$ cat src/rtl/if_stage_pkg.sv
// Shared definitions for the instruction-fetch stage: bus widths, the bubble
// word and the fetch FSM state encoding.
package if_stage_pkg;

    localparam int unsigned INST_BUS_W      = 32;
    localparam int unsigned INST_ADDR_BUS_W = 32;

    localparam logic [INST_BUS_W-1:0] ZERO_WORD = '0;

    typedef enum logic [1:0] {
        S_IDLE = 2'd0,
        S_REQ  = 2'd1,
        S_DROP = 2'd2,
        S_HOLD = 2'd3
    } fetch_state_e;

    function automatic logic [INST_ADDR_BUS_W-1:0] word_align(
        input logic [INST_ADDR_BUS_W-1:0] a
    );
        return a & ~32'h0000_0003;
    endfunction

endpackage

$ cat src/rtl/if_skid_buf.sv
// One-entry holding buffer for a fetched word and its PC+4 while decode stalls.
module if_skid_buf
    import if_stage_pkg::*;
(
    input  logic                       clk,
    input  logic                       rst_n,
    input  logic                       load,
    input  logic                       unload,
    input  logic                       clear,
    input  logic [INST_BUS_W-1:0]      in_data,
    input  logic [INST_ADDR_BUS_W-1:0] in_addr,
    output logic [INST_BUS_W-1:0]      out_data,
    output logic [INST_ADDR_BUS_W-1:0] out_addr,
    output logic                       out_valid
);

    logic [INST_BUS_W-1:0]      data_d, data_q;
    logic [INST_ADDR_BUS_W-1:0] addr_d, addr_q;
    logic                       valid_d, valid_q;

    // Clear wins over load so a redirect always empties the entry.
    always_comb begin
        data_d  = data_q;
        addr_d  = addr_q;
        valid_d = valid_q;
        if (clear || unload) begin
            data_d  = ZERO_WORD;
            addr_d  = ZERO_WORD;
            valid_d = 1'b0;
        end
        if (load && !clear) begin
            data_d  = in_data;
            addr_d  = in_addr;
            valid_d = 1'b1;
        end
    end

    always_ff @(posedge clk or negedge rst_n) begin
        if (!rst_n) begin
            data_q  <= ZERO_WORD;
            addr_q  <= ZERO_WORD;
            valid_q <= 1'b0;
        end else begin
            data_q  <= data_d;
            addr_q  <= addr_d;
            valid_q <= valid_d;
        end
    end

    assign out_data  = data_q;
    assign out_addr  = addr_q;
    assign out_valid = valid_q;

endmodule

$ cat src/rtl/if_stage.sv
// Instruction fetch stage: single outstanding imem request, redirect handling
// with response dropping, and a one-entry buffer to absorb decode stalls.
module if_stage
    import if_stage_pkg::*;
#(
    parameter logic [INST_ADDR_BUS_W-1:0] RESET_PC = 32'h0000_0000
) (
    input  logic                       clk,
    input  logic                       rst_n,
    input  logic                       stall,
    input  logic                       redirect_valid,
    input  logic [INST_ADDR_BUS_W-1:0] redirect_addr,
    output logic                       imem_req,
    output logic [INST_ADDR_BUS_W-1:0] imem_addr,
    input  logic                       imem_ack,
    input  logic [INST_BUS_W-1:0]      imem_rdata,
    output logic [INST_BUS_W-1:0]      inst,
    output logic [INST_ADDR_BUS_W-1:0] inst_addr,
    output logic                       inst_valid
);

    localparam logic [INST_ADDR_BUS_W-1:0] RST_PC = word_align(RESET_PC);

    fetch_state_e               state_d, state_q;
    logic [INST_ADDR_BUS_W-1:0] pc_d, pc_q, pc_inc, target;
    logic                       imem_req_d, imem_req_q;
    logic [INST_ADDR_BUS_W-1:0] imem_addr_d, imem_addr_q;
    logic [INST_BUS_W-1:0]      inst_d, inst_q;
    logic [INST_ADDR_BUS_W-1:0] inst_addr_d, inst_addr_q;
    logic                       inst_valid_d, inst_valid_q;
    logic                       buf_load, buf_unload, buf_clear;
    logic [INST_BUS_W-1:0]      buf_data;
    logic [INST_ADDR_BUS_W-1:0] buf_addr;
    logic                       buf_valid;

    always_comb begin
        pc_inc       = pc_q + 32'd4;
        target       = word_align(redirect_addr);
        state_d      = state_q;
        pc_d         = pc_q;
        inst_d       = inst_q;
        inst_addr_d  = inst_addr_q;
        inst_valid_d = inst_valid_q;
        buf_load     = 1'b0;
        buf_unload   = 1'b0;
        buf_clear    = 1'b0;

        // Redirect overrides stall and ack: bubble out, drop any buffered word.
        if (redirect_valid) begin
            pc_d         = target;
            inst_d       = ZERO_WORD;
            inst_addr_d  = ZERO_WORD;
            inst_valid_d = 1'b0;
            buf_clear    = 1'b1;
        end

        case (state_q)
            S_IDLE: state_d = S_REQ;
            S_REQ: begin
                if (redirect_valid) begin
                    state_d = imem_ack ? S_REQ : S_DROP;
                end else if (imem_ack) begin
                    pc_d = pc_inc;
                    if (stall) begin
                        buf_load = 1'b1;
                        state_d  = S_HOLD;
                    end else begin
                        inst_d       = imem_rdata;
                        inst_addr_d  = pc_inc;
                        inst_valid_d = 1'b1;
                    end
                end else if (!stall) begin
                    inst_d       = ZERO_WORD;
                    inst_addr_d  = ZERO_WORD;
                    inst_valid_d = 1'b0;
                end
            end
            S_DROP: begin
                if (imem_ack) state_d = S_REQ;
            end
            S_HOLD: begin
                if (redirect_valid) begin
                    state_d = S_REQ;
                end else if (!stall) begin
                    inst_d       = buf_data;
                    inst_addr_d  = buf_addr;
                    inst_valid_d = buf_valid;
                    buf_unload   = 1'b1;
                    state_d      = S_REQ;
                end
            end
            default: state_d = S_IDLE;
        endcase

        // The stale request keeps its address until the memory acknowledges it.
        imem_req_d  = (state_d == S_REQ) || (state_d == S_DROP);
        imem_addr_d = (state_d == S_DROP) ? imem_addr_q : pc_d;
    end

    always_ff @(posedge clk or negedge rst_n) begin
        if (!rst_n) begin
            state_q      <= S_IDLE;
            pc_q         <= RST_PC;
            imem_req_q   <= 1'b0;
            imem_addr_q  <= RST_PC;
            inst_q       <= ZERO_WORD;
            inst_addr_q  <= ZERO_WORD;
            inst_valid_q <= 1'b0;
        end else begin
            state_q      <= state_d;
            pc_q         <= pc_d;
            imem_req_q   <= imem_req_d;
            imem_addr_q  <= imem_addr_d;
            inst_q       <= inst_d;
            inst_addr_q  <= inst_addr_d;
            inst_valid_q <= inst_valid_d;
        end
    end

    if_skid_buf u_skid_buf (
        .clk       (clk),
        .rst_n     (rst_n),
        .load      (buf_load),
        .unload    (buf_unload),
        .clear     (buf_clear),
        .in_data   (imem_rdata),
        .in_addr   (pc_inc),
        .out_data  (buf_data),
        .out_addr  (buf_addr),
        .out_valid (buf_valid)
    );

    assign imem_req   = imem_req_q;
    assign imem_addr  = imem_addr_q;
    assign inst       = inst_q;
    assign inst_addr  = inst_addr_q;
    assign inst_valid = inst_valid_q;

endmodule

$ cat config.mk
export PLATFORM = sky130hd
export DESIGN_NAME = if_stage
export DESIGN_NICKNAME = d
export VERILOG_FILES = /design/src/rtl/if_stage_pkg.sv /design/src/rtl/if_skid_buf.sv /design/src/rtl/if_stage.sv
export SDC_FILE = /design/constraint.sdc
export NUM_CORES = 1
export LEC_CHECK = 0
export BUFFER_PORTS_ARGS = -buffer_cell sky130_fd_sc_hd__buf_2
export CAP_MARGIN = 20
export CELL_PAD_IN_SITES_DETAIL_PLACEMENT = 1
export CELL_PAD_IN_SITES_GLOBAL_PLACEMENT = 1
export CORE_ASPECT_RATIO = 1.5
export CORE_MARGIN = 4
export CORE_UTILIZATION = 43
export CTS_BUF_LIST = sky130_fd_sc_hd__clkbuf_4 sky130_fd_sc_hd__clkbuf_8 sky130_fd_sc_hd__clkbuf_16
export DETAILED_ROUTE_END_ITERATION = 12
export PLACE_DENSITY = 0.81
export SKIP_CTS_REPAIR_TIMING = 1
export SKIP_LAST_GASP = 1
export SLEW_MARGIN = 30
export SYNTH_ARGS = -nofsm -noshare
export SYNTH_HDL_FRONTEND = slang
export SYNTH_SLANG_ARGS = --single-unit
$ cat constraint.sdc
create_clock -name clk -period 3.5 [get_ports clk]
set_input_delay 0.7 -clock clk [delete_from_list [all_inputs] [get_ports clk]]
set_output_delay 0.7 -clock clk [all_outputs]
set_load 0.1 [all_outputs]
==> qor.txt, run 1 <==
CTS tree -> yes
DR pass1 iterations -> 5
crit-path cells -> ha_1, nand3_1, or4_4, nor4_1, xor2_1, a221o_1
outcome -> finished, final reports clean
final hold vios -> 0
Worst EP required -> 3.83 ns
Reg clk slew, reported paths -> 0.07 ns
Int Pwr -> 3.867 mW
VDD IR max -> 0.0003603 V
maximum clock frequency -> 361.1 MHz
Final HPWL DP -> 19280 um
CTS buffer count -> 17
ANT cells -> 0
nature of the critical path endpoint -> flop
die height -> 187.7 um
Slew headroom -> 0.3905
Seq cells post-synth -> 197
crit path time final -> 2.769 ns
Psw -> 2.362 mW
fin util -> 0.5176
Gate Count Post-Synth -> 955
CTS Sinks -> 197
Clk pwr share -> 0.314
Yosys top cell area share -> 0.5328
Layout area overhead -> 18.28%
Post-Syn Nets -> 1026
first-pass GRT wire length -> 47000 um
Clock Skew -> 0.01114 ns
slowest library cell on the worst path -> or4_4
fin nets -> 1153
RSZ-0062 raised after global routing -> no
num rows -> 65
Fillers -> 2454
RePlAce Congestion -> 0.8278
Clock Path Buffers -> 2
Seq/Total Area, Yosys -> 0.5328
leakage -> 4.914 nW
overall die area -> 23980 um^2
Routed wire per std cell -> 20.98 um
CP Max Fanout -> 13
Worst Tran Pin Value -> 0.9142 ns
Main synth FF type -> dfrtp_1
top post-synthesis cells by area -> dfrtp_1 53%, nand2_1 6.8%, a22o_1 4.2%
GR Overflow Total -> 0
PortBufs -> 164
Comb power frac -> 0.265
Synth async-reset ratio -> 1.000
Core ar. -> 21150 um^2
Die Wd -> 127.8 um
number of global-route vias before repair -> 8637
Routed WL -> 28590 um
worst stage delay on the critical path -> 0.71 ns
initial DRC count -> 475
endpoints failing setup -> 0
H-tree levels -> 4
Post-DRT Antenna Nets -> 0
initial antenna violation count -> 1
pins over their slew limit -> 0
via/cell ratio -> 5.856
P per Cell Area -> 569.2 nW/um^2
count leader, synth -> dfrtp_1
setup TNS -> 0 ns
most frequent cells after synthesis -> 197 x dfrtp_1, 167 x nand2_1, 70 x nand3_1
Worst R2R Path Depth -> 6
num ports -> 167
gr usage total -> 0.2453
Sw Ratio -> 0.3792
CTS Root Cell -> clkbuf_16
sequential fraction of design power -> 0.420
Synth area leader -> dfrtp_1
Ys Warns -> 0
hold crit path type -> input pin to async pin
Critical Path Source Type -> flop
Cell Area, Synth -> 9253 um^2
worst skew pair latency -> 0.44 ns
CP Class -> flop to flop
Avg Inst Size Synth -> 9.689 um^2
share of cells above drive strength 1 -> 0.2393
Maximum Capacitance Violations -> 0
via count -> 7982
Worst EP arrival -> 3.10 ns
largest net degree at the start of global routing -> 83
fin crit share -> 0.7912
Initial Util -> 0.4376
DR DRC count -> 0
Netlist cell types -> 57
Post-synth EDFFs -> 0
[cell type report]
type | instances | area, um^2 | share of cell area
Clock buffer | 22 | 488.0 | 0.04459
Clock inverter | 10 | 98.84 | 0.009032
Inverter | 10 | 37.54 | 0.003430
Multi-Input combinational cell | 666 | 3989 | 0.3645
Sequential cell | 197 | 4931 | 0.4506
Tap cell | 268 | 335.3 | 0.03064
Timing Repair Buffer | 190 | 1065 | 0.09729
[worst paths after layout]
path | from | end | slack, ns
setup / recovery | pc_q[2] | imem_addr[28] | 0.73
hold / removal | rst_n | imem_addr[20] | 0.29
setup reg to reg | pc_q[2] | imem_addr[28] | 0.73
hold reg to reg | u_skid_buf.out_addr[23] | u_skid_buf.out_addr[23] | 0.48
max in group asynchronous | rst_n | u_skid_buf.out_data[25] | 2.37
min in group clk | u_skid_buf.out_addr[23] | u_skid_buf.out_addr[23] | 0.48
[sequential cells by signal, summed over array words and instances (netlist names), 2 cells and up]
| register | cells |
|---|---|
| u_skid_buf.out_data | 32 |
| state_q | 2 |
| u_skid_buf.out_addr | 32 |
| inst | 32 |
| imem_addr | 32 |
| inst_addr | 32 |
| pc_q | 32 |
[placed cells by master (no fill, tap or decap), types with 14 or more instances in the layout]
cell type / n
a21oi_1: 27
a22o_1: 44
a31oi_1: 52
buf_2: 162
buf_4: 24
clkbuf_16: 17
dfrtp_1: 196
mux2_2: 23
nand2_1: 167
nand3_1: 70
nor2_1: 52
nor3_1: 23
nor4_1: 14
o21ai_0: 42
xnor2_1: 34
[worst max-delay path: cells and delay by family (launching register included)]
kind | cells | cell delay [ns]
xor+xnor | 1 | 0.17
fa+ha+maj | 1 | 0.27
flops | 1 | 0.50
simple gates | 3 | 1.39
compound gates | 1 | 0.32
[layer usage]
metal  vias up  track usage  share of wire
met5         -            0        0.00024
met4         2       0.1017          0.039
met3        55      0.03562          0.036
met2       213       0.4157           0.50
met1      4042       0.3122           0.42
li1       3670            -              -
[cells by family after synthesis]
family,after synthesis,share of synthesized area
mux,27,0.03232
compound gates,214,0.1594
simple gates,377,0.1892
xor+xnor,46,0.04435
flops,197,0.5328
buf+inv,92,0.03922
fa+ha+maj,2,0.002704
[power groups by stage]
stage | Combinational (mW) | Clock, mW | Sequential (mW)
after floorplan | 0.517 | 0 | 3.34
after global placement | 1.64 | 0 | 2.65
after detailed placement | 1.66 | 0 | 2.66
after CTS | 1.67 | 2.00 | 2.62
after global routing | 1.75 | 2.10 | 2.64
final | 1.65 | 1.96 | 2.62
[per-stage QoR]
step | hold slack, ns | power [mW] | instance area [um^2] | worst slack (ns) | instances
6_report | 0.2907 | 6.230 | 10940 | 0.7310 | 1363
5_1_grt | 0.3439 | 6.495 | 10940 | 0.6594 | 1363
4_1_cts | 0.3286 | 6.281 | 10940 | 0.7911 | 1363
3_5_place_dp | 0.4664 | 4.318 | 10360 | 0.7105 | 1331
3_3_place_gp | 0.4551 | 4.286 | 10360 | 0.7279 | 1331
2_1_floorplan | 0.4044 | 3.859 | 9253 | 0.8206 | 955
No activity file was read; power rests on OpenSTA's default activity.
==> run 2: changes to the inputs <==
--- a/config.mk
+++ b/config.mk
@@ -11,10 +11,10 @@
 export CELL_PAD_IN_SITES_GLOBAL_PLACEMENT = 1
 export CORE_ASPECT_RATIO = 1.5
 export CORE_MARGIN = 4
-export CORE_UTILIZATION = 43
+export CORE_UTILIZATION = 39
 export CTS_BUF_LIST = sky130_fd_sc_hd__clkbuf_4 sky130_fd_sc_hd__clkbuf_8 sky130_fd_sc_hd__clkbuf_16
 export DETAILED_ROUTE_END_ITERATION = 12
-export PLACE_DENSITY = 0.81
+export PLACE_DENSITY = 0.78
 export SKIP_CTS_REPAIR_TIMING = 1
 export SKIP_LAST_GASP = 1
 export SLEW_MARGIN = 30
==> constraint.sdc (replaced) <==
create_clock -name clk -period 2.3 [get_ports clk]
set_input_delay 0.46 -clock clk [delete_from_list [all_inputs] [get_ports clk]]
set_output_delay 0.46 -clock clk [all_outputs]
set_load 0.1 [all_outputs]
==> qor.txt, run 2 (synthesis results as in run 1) <==
outcome -> finished, final reports clean (unchanged)
slowest library cell on the worst path -> or4_4 (unchanged)
Final HPWL DP -> 20530 um (was 19280 um)
DR pass1 iterations -> 5 (unchanged)
Comb power frac -> 0.275 (was 0.265)
ANT cells -> 0 (unchanged)
initial DRC count -> 443 (was 475)
H-tree levels -> 4 (unchanged)
hold crit path type -> input pin to async pin (unchanged)
fin util -> 0.4983 (was 0.5176)
DR DRC count -> 0 (unchanged)
Psw -> 3.619 mW (was 2.362 mW)
Maximum Capacitance Violations -> 0 (unchanged)
commonest non-fill, non-tap cell in the layout -> dfrtp_1 (unchanged)
CTS Root Cell -> clkbuf_16 (unchanged)
overall die area -> 26300 um^2 (was 23980 um^2)
Clock Skew -> 0.01020 ns (was 0.01114 ns)
first-pass GRT wire length -> 47890 um (was 47000 um)
Worst EP arrival -> 2.51 ns (was 3.10 ns)
Die Wd -> 133.8 um (was 127.8 um)
Worst R2R Path Depth -> 5 (was 6)
Slew headroom -> 0.5066 (was 0.3905)
CTS tree -> yes (unchanged)
num rows -> 68 (was 65)
Crit path max-delay family -> simple AND/OR/NAND/NOR gates (unchanged)
CP Class -> flop to flop (unchanged)
worst stage delay on the critical path -> 0.55 ns (was 0.71 ns)
pins over their slew limit -> 0 (unchanged)
Int Pwr -> 6.326 mW (was 3.867 mW)
most frequent cells in the layout -> 196 x dfrtp_1, 167 x nand2_1, 162 x buf_2 (unchanged)
initial antenna violation count -> 0 (was 1)
GR Overflow Total -> 0 (unchanged)
Worst Tran Pin Value -> 0.7402 ns (was 0.9142 ns)
WP depth -> 5 (was 6)
Routed wire per std cell -> 20.30 um (was 20.98 um)
Critical Path Source Type -> flop (unchanged)
Bufs and invs on worst path -> 0 (unchanged)
crit-path cells -> nand4_1, or4_4, or4b_4, xnor2_2, a221o_1 (was ha_1, nand3_1, or4_4, nor4_1, xor2_1, a221o_1)
placed cell area -> 10890 um^2 (was 10360 um^2)
via/cell ratio -> 5.576 (was 5.856)
largest net degree at the start of global routing -> 65 (was 83)
PortBufs -> 164 (unchanged)
nature of the critical path endpoint -> flop (unchanged)
crit path time final -> 2.190 ns (was 2.769 ns)
worst reg-to-reg setup slack -> 0.11 ns (was 0.73 ns)
final hold vios -> 0 (unchanged)
Worst R2R End -> imem_addr[27] (was imem_addr[28])
Core ar. -> 23230 um^2 (was 21150 um^2)
Critical Path Start -> pc_q[25] (was pc_q[2])
worst skew pair latency -> 0.44 ns (about the same)
RePlAce Congestion -> 0.8661 (was 0.8278)
die height -> 196.6 um (was 187.7 um)
CTS Sinks -> 197 (unchanged)
CTS buffer count -> 17 (unchanged)
post-route design area -> 11570 um^2 (was 10940 um^2)
Reg clk slew, reported paths -> 0.07 ns (about the same)
fin crit share -> 0.9520 (was 0.7912)
sequential fraction of design power -> 0.395 (was 0.420)
worst r2r src -> pc_q[25] (was pc_q[2])
Fillers -> 2673 (was 2454)
VDD IR max -> 0.0005693 V (was 0.0003603 V)
Critical Path End -> imem_addr[27] (was imem_addr[28])
Sw Ratio -> 0.3639 (was 0.3792)
Initial Util -> 0.3984 (was 0.4376)
Layout area overhead -> 25.10% (was 18.28%)
CP Max Fanout -> 2 (was 13)
worst hold slack -> 0.002967 ns (was 0.2907 ns)
Clock Path Buffers -> 2 (unchanged)
Worst EP required -> 2.62 ns (was 3.83 ns)
maximum clock frequency -> 456.7 MHz (was 361.1 MHz)
fin nets -> 1211 (was 1153)
share of cells above drive strength 1 -> 0.2815 (was 0.2393)
P per Cell Area -> 859.1 nW/um^2 (was 569.2 nW/um^2)
Clk pwr share -> 0.330 (was 0.314)
via count -> 8174 (was 7982)
gr usage total -> 0.2292 (was 0.2453)
num ports -> 167 (unchanged)
Post-DRT Antenna Nets -> 0 (unchanged)
leakage -> 5.241 nW (was 4.914 nW)
endpoints failing setup -> 0 (unchanged)
RSZ-0062 raised after global routing -> yes (was no)
number of global-route vias before repair -> 8640 (was 8637)
Routed WL -> 29760 um (was 28590 um)
-- run 2: cell types whose count changed in the layout (fill, tap and decap cells not counted), moves of 2 or more --
cell | before | now
nor4_2 | 2 | 5
buf_12 | 3 | 7
nor3_2 | 0 | 2
inv_6 | 0 | 3
nor4_1 | 14 | 11
clkinv_4 | 3 | 0
nor3_1 | 23 | 21
clkbuf_8 | 5 | 1
buf_4 | 24 | 78
bufinv_16 | 1 | 5
clkinvlp_4 | 5 | 3
-- run 2: worst min-delay path by stage --
stage	from	end	slack [ns]	depth (start not counted)
after floorplan	rst_n	imem_addr[0]	0.16	0
after global placement	u_skid_buf.out_addr[29]	u_skid_buf.out_addr[29]	0.46	2
after detailed placement	u_skid_buf.out_addr[25]	u_skid_buf.out_addr[25]	0.47	2
after CTS	rst_n	imem_addr[12]	0.01	1
after global routing	rst_n	imem_addr[12]	0.03	1
final	rst_n	imem_addr[12]	0.003	1
-- run 2: power groups by stage --
stage	clock (mW)	sequential [mW]	combinational, mW
3_3_place_gp	0	3.97	2.69
2_1_floorplan	0	5.09	0.790
5_1_grt	3.50	3.96	2.89
4_1_cts	3.36	3.93	2.74
3_5_place_dp	0	3.99	2.73
6_report	3.29	3.92	2.73
-- run 2: final cells by class --
type                            count  area (um^2)  area share
Clock buffer                       19        440.4     0.03805
Clock inverter                     11        198.9     0.01719
Inverter                           10        37.54    0.003243
Multi-Input combinational cell    666         4023      0.3475
Sequential cell                   197         4931      0.4260
Tap cell                          315        394.1     0.03405
Timing Repair Buffer              248         1550      0.1339
-- run 2: metrics by stage --
step	total power [mW]	cells	TNS [ns]	worst slack, ns
after floorplan	5.876	955	0	0.008343
after global placement	6.663	1435	0	0.09454
after detailed placement	6.714	1435	-0.01247	-0.01247
after CTS	10.03	1465	-0.04097	-0.04097
after global routing	10.35	1466	-0.02474	-0.02151
final	9.944	1466	0	0.1105
-- run 2: layer usage --
layer / GRT usage / part of all wire
met2: 0.3979 / 0.52
met4: 0.09074 / 0.033
met5: 0 / 0
met1: 0.2882 / 0.42
met3: 0.03294 / 0.036
==> run 3: changes to the inputs <==
--- a/config.mk
+++ b/config.mk
@@ -7,14 +7,14 @@
 export LEC_CHECK = 0
 export BUFFER_PORTS_ARGS = -buffer_cell sky130_fd_sc_hd__buf_2
 export CAP_MARGIN = 20
-export CELL_PAD_IN_SITES_DETAIL_PLACEMENT = 1
-export CELL_PAD_IN_SITES_GLOBAL_PLACEMENT = 1
+export CELL_PAD_IN_SITES_DETAIL_PLACEMENT = 0
+export CELL_PAD_IN_SITES_GLOBAL_PLACEMENT = 2
 export CORE_ASPECT_RATIO = 1.5
 export CORE_MARGIN = 4
-export CORE_UTILIZATION = 39
+export CORE_UTILIZATION = 31
 export CTS_BUF_LIST = sky130_fd_sc_hd__clkbuf_4 sky130_fd_sc_hd__clkbuf_8 sky130_fd_sc_hd__clkbuf_16
 export DETAILED_ROUTE_END_ITERATION = 12
-export PLACE_DENSITY = 0.78
+export PLACE_DENSITY = 0.76
 export SKIP_CTS_REPAIR_TIMING = 1
 export SKIP_LAST_GASP = 1
 export SLEW_MARGIN = 30
==> qor.txt, run 3 (synthesis results as in run 1) <==
Sw Ratio -> 0.3795 (was 0.3639)
Worst R2R End -> imem_addr[27] (unchanged)
Critical Path Start -> pc_q[23] (was pc_q[25])
leakage -> 5.236 nW (was 5.241 nW)
worst stage delay on the critical path -> 0.57 ns (was 0.55 ns)
crit path time final -> 2.220 ns (was 2.190 ns)
GR Overflow Total -> 0 (unchanged)
RSZ-0062 raised after global routing -> yes (unchanged)
endpoints failing setup -> 0 (unchanged)
WP depth -> 5 (unchanged)
CP Class -> flop to flop (unchanged)
Layout area overhead -> 25.76% (was 25.10%)
num ports -> 167 (unchanged)
Routed WL -> 28650 um (was 29760 um)
fin crit share -> 0.9654 (was 0.9520)
share of cells above drive strength 1 -> 0.2780 (was 0.2815)
Clock Path Buffers -> 2 (unchanged)
Post-DRT Antenna Nets -> 0 (unchanged)
largest net degree at the start of global routing -> 127 (was 65)
Die Wd -> 149.1 um (was 133.8 um)
Final HPWL DP -> 19650 um (was 20530 um)
commonest non-fill, non-tap cell in the layout -> dfrtp_1 (unchanged)
Worst EP arrival -> 2.55 ns (was 2.51 ns)
H-tree levels -> 4 (unchanged)
gr usage total -> 0.1768 (was 0.2292)
final hold vios -> 0 (unchanged)
Worst Tran Pin Value -> 0.6078 ns (was 0.7402 ns)
worst r2r src -> pc_q[23] (was pc_q[25])
crit-path cells -> nand4_1, or4_4, or4b_4, xnor2_2, a221o_1 (unchanged)
DR DRC count -> 0 (unchanged)
die height -> 219.6 um (was 196.6 um)
RePlAce Congestion -> 0.8189 (was 0.8661)
Core ar. -> 29480 um^2 (was 23230 um^2)
worst reg-to-reg setup slack -> 0.08 ns (was 0.11 ns)
via/cell ratio -> 5.062 (was 5.576)
ANT cells -> 0 (unchanged)
fin util -> 0.3947 (was 0.4983)
initial DRC count -> 394 (was 443)
Place WS -> 0.05388 ns (was -0.01247 ns)
Maximum Capacitance Violations -> 0 (unchanged)
P per Cell Area -> 833.1 nW/um^2 (was 859.1 nW/um^2)
CTS tree -> yes (unchanged)
nature of the critical path endpoint -> flop (unchanged)
Comb power frac -> 0.278 (was 0.275)
CTS Sinks -> 197 (unchanged)
Final Non-Filler Cells -> 1546 (was 1466)
Fillers -> 3065 (was 2673)
worst skew pair latency -> 0.46 ns (was 0.44 ns)
Bufs and invs on worst path -> 0 (unchanged)
Slew headroom -> 0.5948 (was 0.5066)
post-route design area -> 11640 um^2 (was 11570 um^2)
Reg area -> 4931 um^2 (unchanged)
pins over their slew limit -> 0 (unchanged)
DR pass1 iterations -> 5 (unchanged)
Worst EP required -> 2.63 ns (was 2.62 ns)
Tot Pwr -> 9.695 mW (was 9.944 mW)
PortBufs -> 164 (unchanged)
hold crit path type -> input pin to flop (was input pin to async pin)
slowest library cell on the worst path -> or4_4 (unchanged)
via count -> 7826 (was 8174)
overall die area -> 32730 um^2 (was 26300 um^2)
Reg clk slew, reported paths -> 0.07 ns (about the same)
number of global-route vias before repair -> 7743 (was 8640)
Initial Util -> 0.3139 (was 0.3984)
VDD IR max -> 0.0004626 V (was 0.0005693 V)
Critical Path Source Type -> flop (unchanged)
outcome -> finished, final reports clean (unchanged)
placed cell area -> 11020 um^2 (was 10890 um^2)
CP Max Fanout -> 2 (unchanged)
Worst R2R Path Depth -> 5 (unchanged)
Clock Skew -> 0.01267 ns (was 0.01020 ns)
sequential fraction of design power -> 0.404 (was 0.395)
fin nets -> 1209 (was 1211)
Routed wire per std cell -> 18.53 um (was 20.30 um)
multi-input logic area -> 4005 um^2 (was 4023 um^2)
Psw -> 3.679 mW (was 3.619 mW)
first-pass GRT wire length -> 45100 um (was 47890 um)
hold path depth -> 3
Int Pwr -> 6.015 mW (was 6.326 mW)
Crit path max-delay family -> simple AND/OR/NAND/NOR gates (unchanged)
num rows -> 77 (was 68)
maximum clock frequency -> 450.4 MHz (was 456.7 MHz)
DP Cell Count -> 1513 (was 1435)
CTS buffer count -> 17 (unchanged)
Clk pwr share -> 0.318 (was 0.330)
initial antenna violation count -> 0 (unchanged)
Critical Path End -> imem_addr[27] (unchanged)
most frequent cells in the layout -> 196 x dfrtp_1, 167 x nand2_1, 162 x buf_2 (unchanged)
Setup WS post-layout -> 0.07953 ns (was 0.1105 ns)
CTS Root Cell -> clkbuf_16 (unchanged)
run 3: how the worst min path moves through the flow:
| stage | from | endpoint | slack (ns) |
|---|---|---|---|
| CTS | rst_n | u_skid_buf.out_addr[15] | -0.06 |
| finish | redirect_addr[15] | pc_q[15] | 0.23 |
| floorplan | rst_n | imem_addr[0] | 0.16 |
| global placement | rst_n | imem_addr[6] | 0.44 |
| detailed placement | rst_n | imem_addr[8] | 0.44 |
| global route | imem_rdata[13] | u_skid_buf.out_data[13] | 0.23 |
run 3: area by class of cell:
cell class / count / share of cell area
Clock buffer: 18 / 0.03774
Sequential cell: 197 / 0.4238
Timing Repair Buffer: 246 / 0.1354
Clock inverter: 14 / 0.01323
Tap cell: 395 / 0.04247
Inverter: 10 / 0.003226
Multi-Input combinational cell: 666 / 0.3442
run 3: stage by stage:
step           hold WS, ns  TNS (ns)
2_1_floorplan       0.1644         0
3_3_place_gp        0.4360         0
3_5_place_dp        0.4376         0
4_1_cts           -0.05858         0
5_1_grt             0.2275  -0.02161
6_report            0.2346         0
run 3: worst min-delay path: stages:
cell	delay (ns)
buf_2	0.08
nor2_1	0.04
nor2_1	0.07
run 3: power by group through the flow:
| stage | Clock, mW | Combinational, mW | Sequential (mW) |
|---|---|---|---|
| after floorplan | 0 | 0.790 | 5.09 |
| after global placement | 0 | 2.72 | 3.99 |
| after detailed placement | 0 | 2.72 | 3.99 |
| after CTS | 3.20 | 2.73 | 3.92 |
| after global routing | 3.30 | 2.86 | 3.95 |
| final | 3.08 | 2.69 | 3.92 |
run 3: routing by layer:
| layer | GRT usage | vias up | routed length, um |
|---|---|---|---|
| met1 | 0.2339 | 3847 | 12930 |
| met5 | 0 | - | 0 |
| met3 | 0.03168 | 26 | 1048 |
| li1 | - | 3787 | - |
| met2 | 0.2945 | 166 | 14160 |
| met4 | 0.05649 | 0 | 506 |
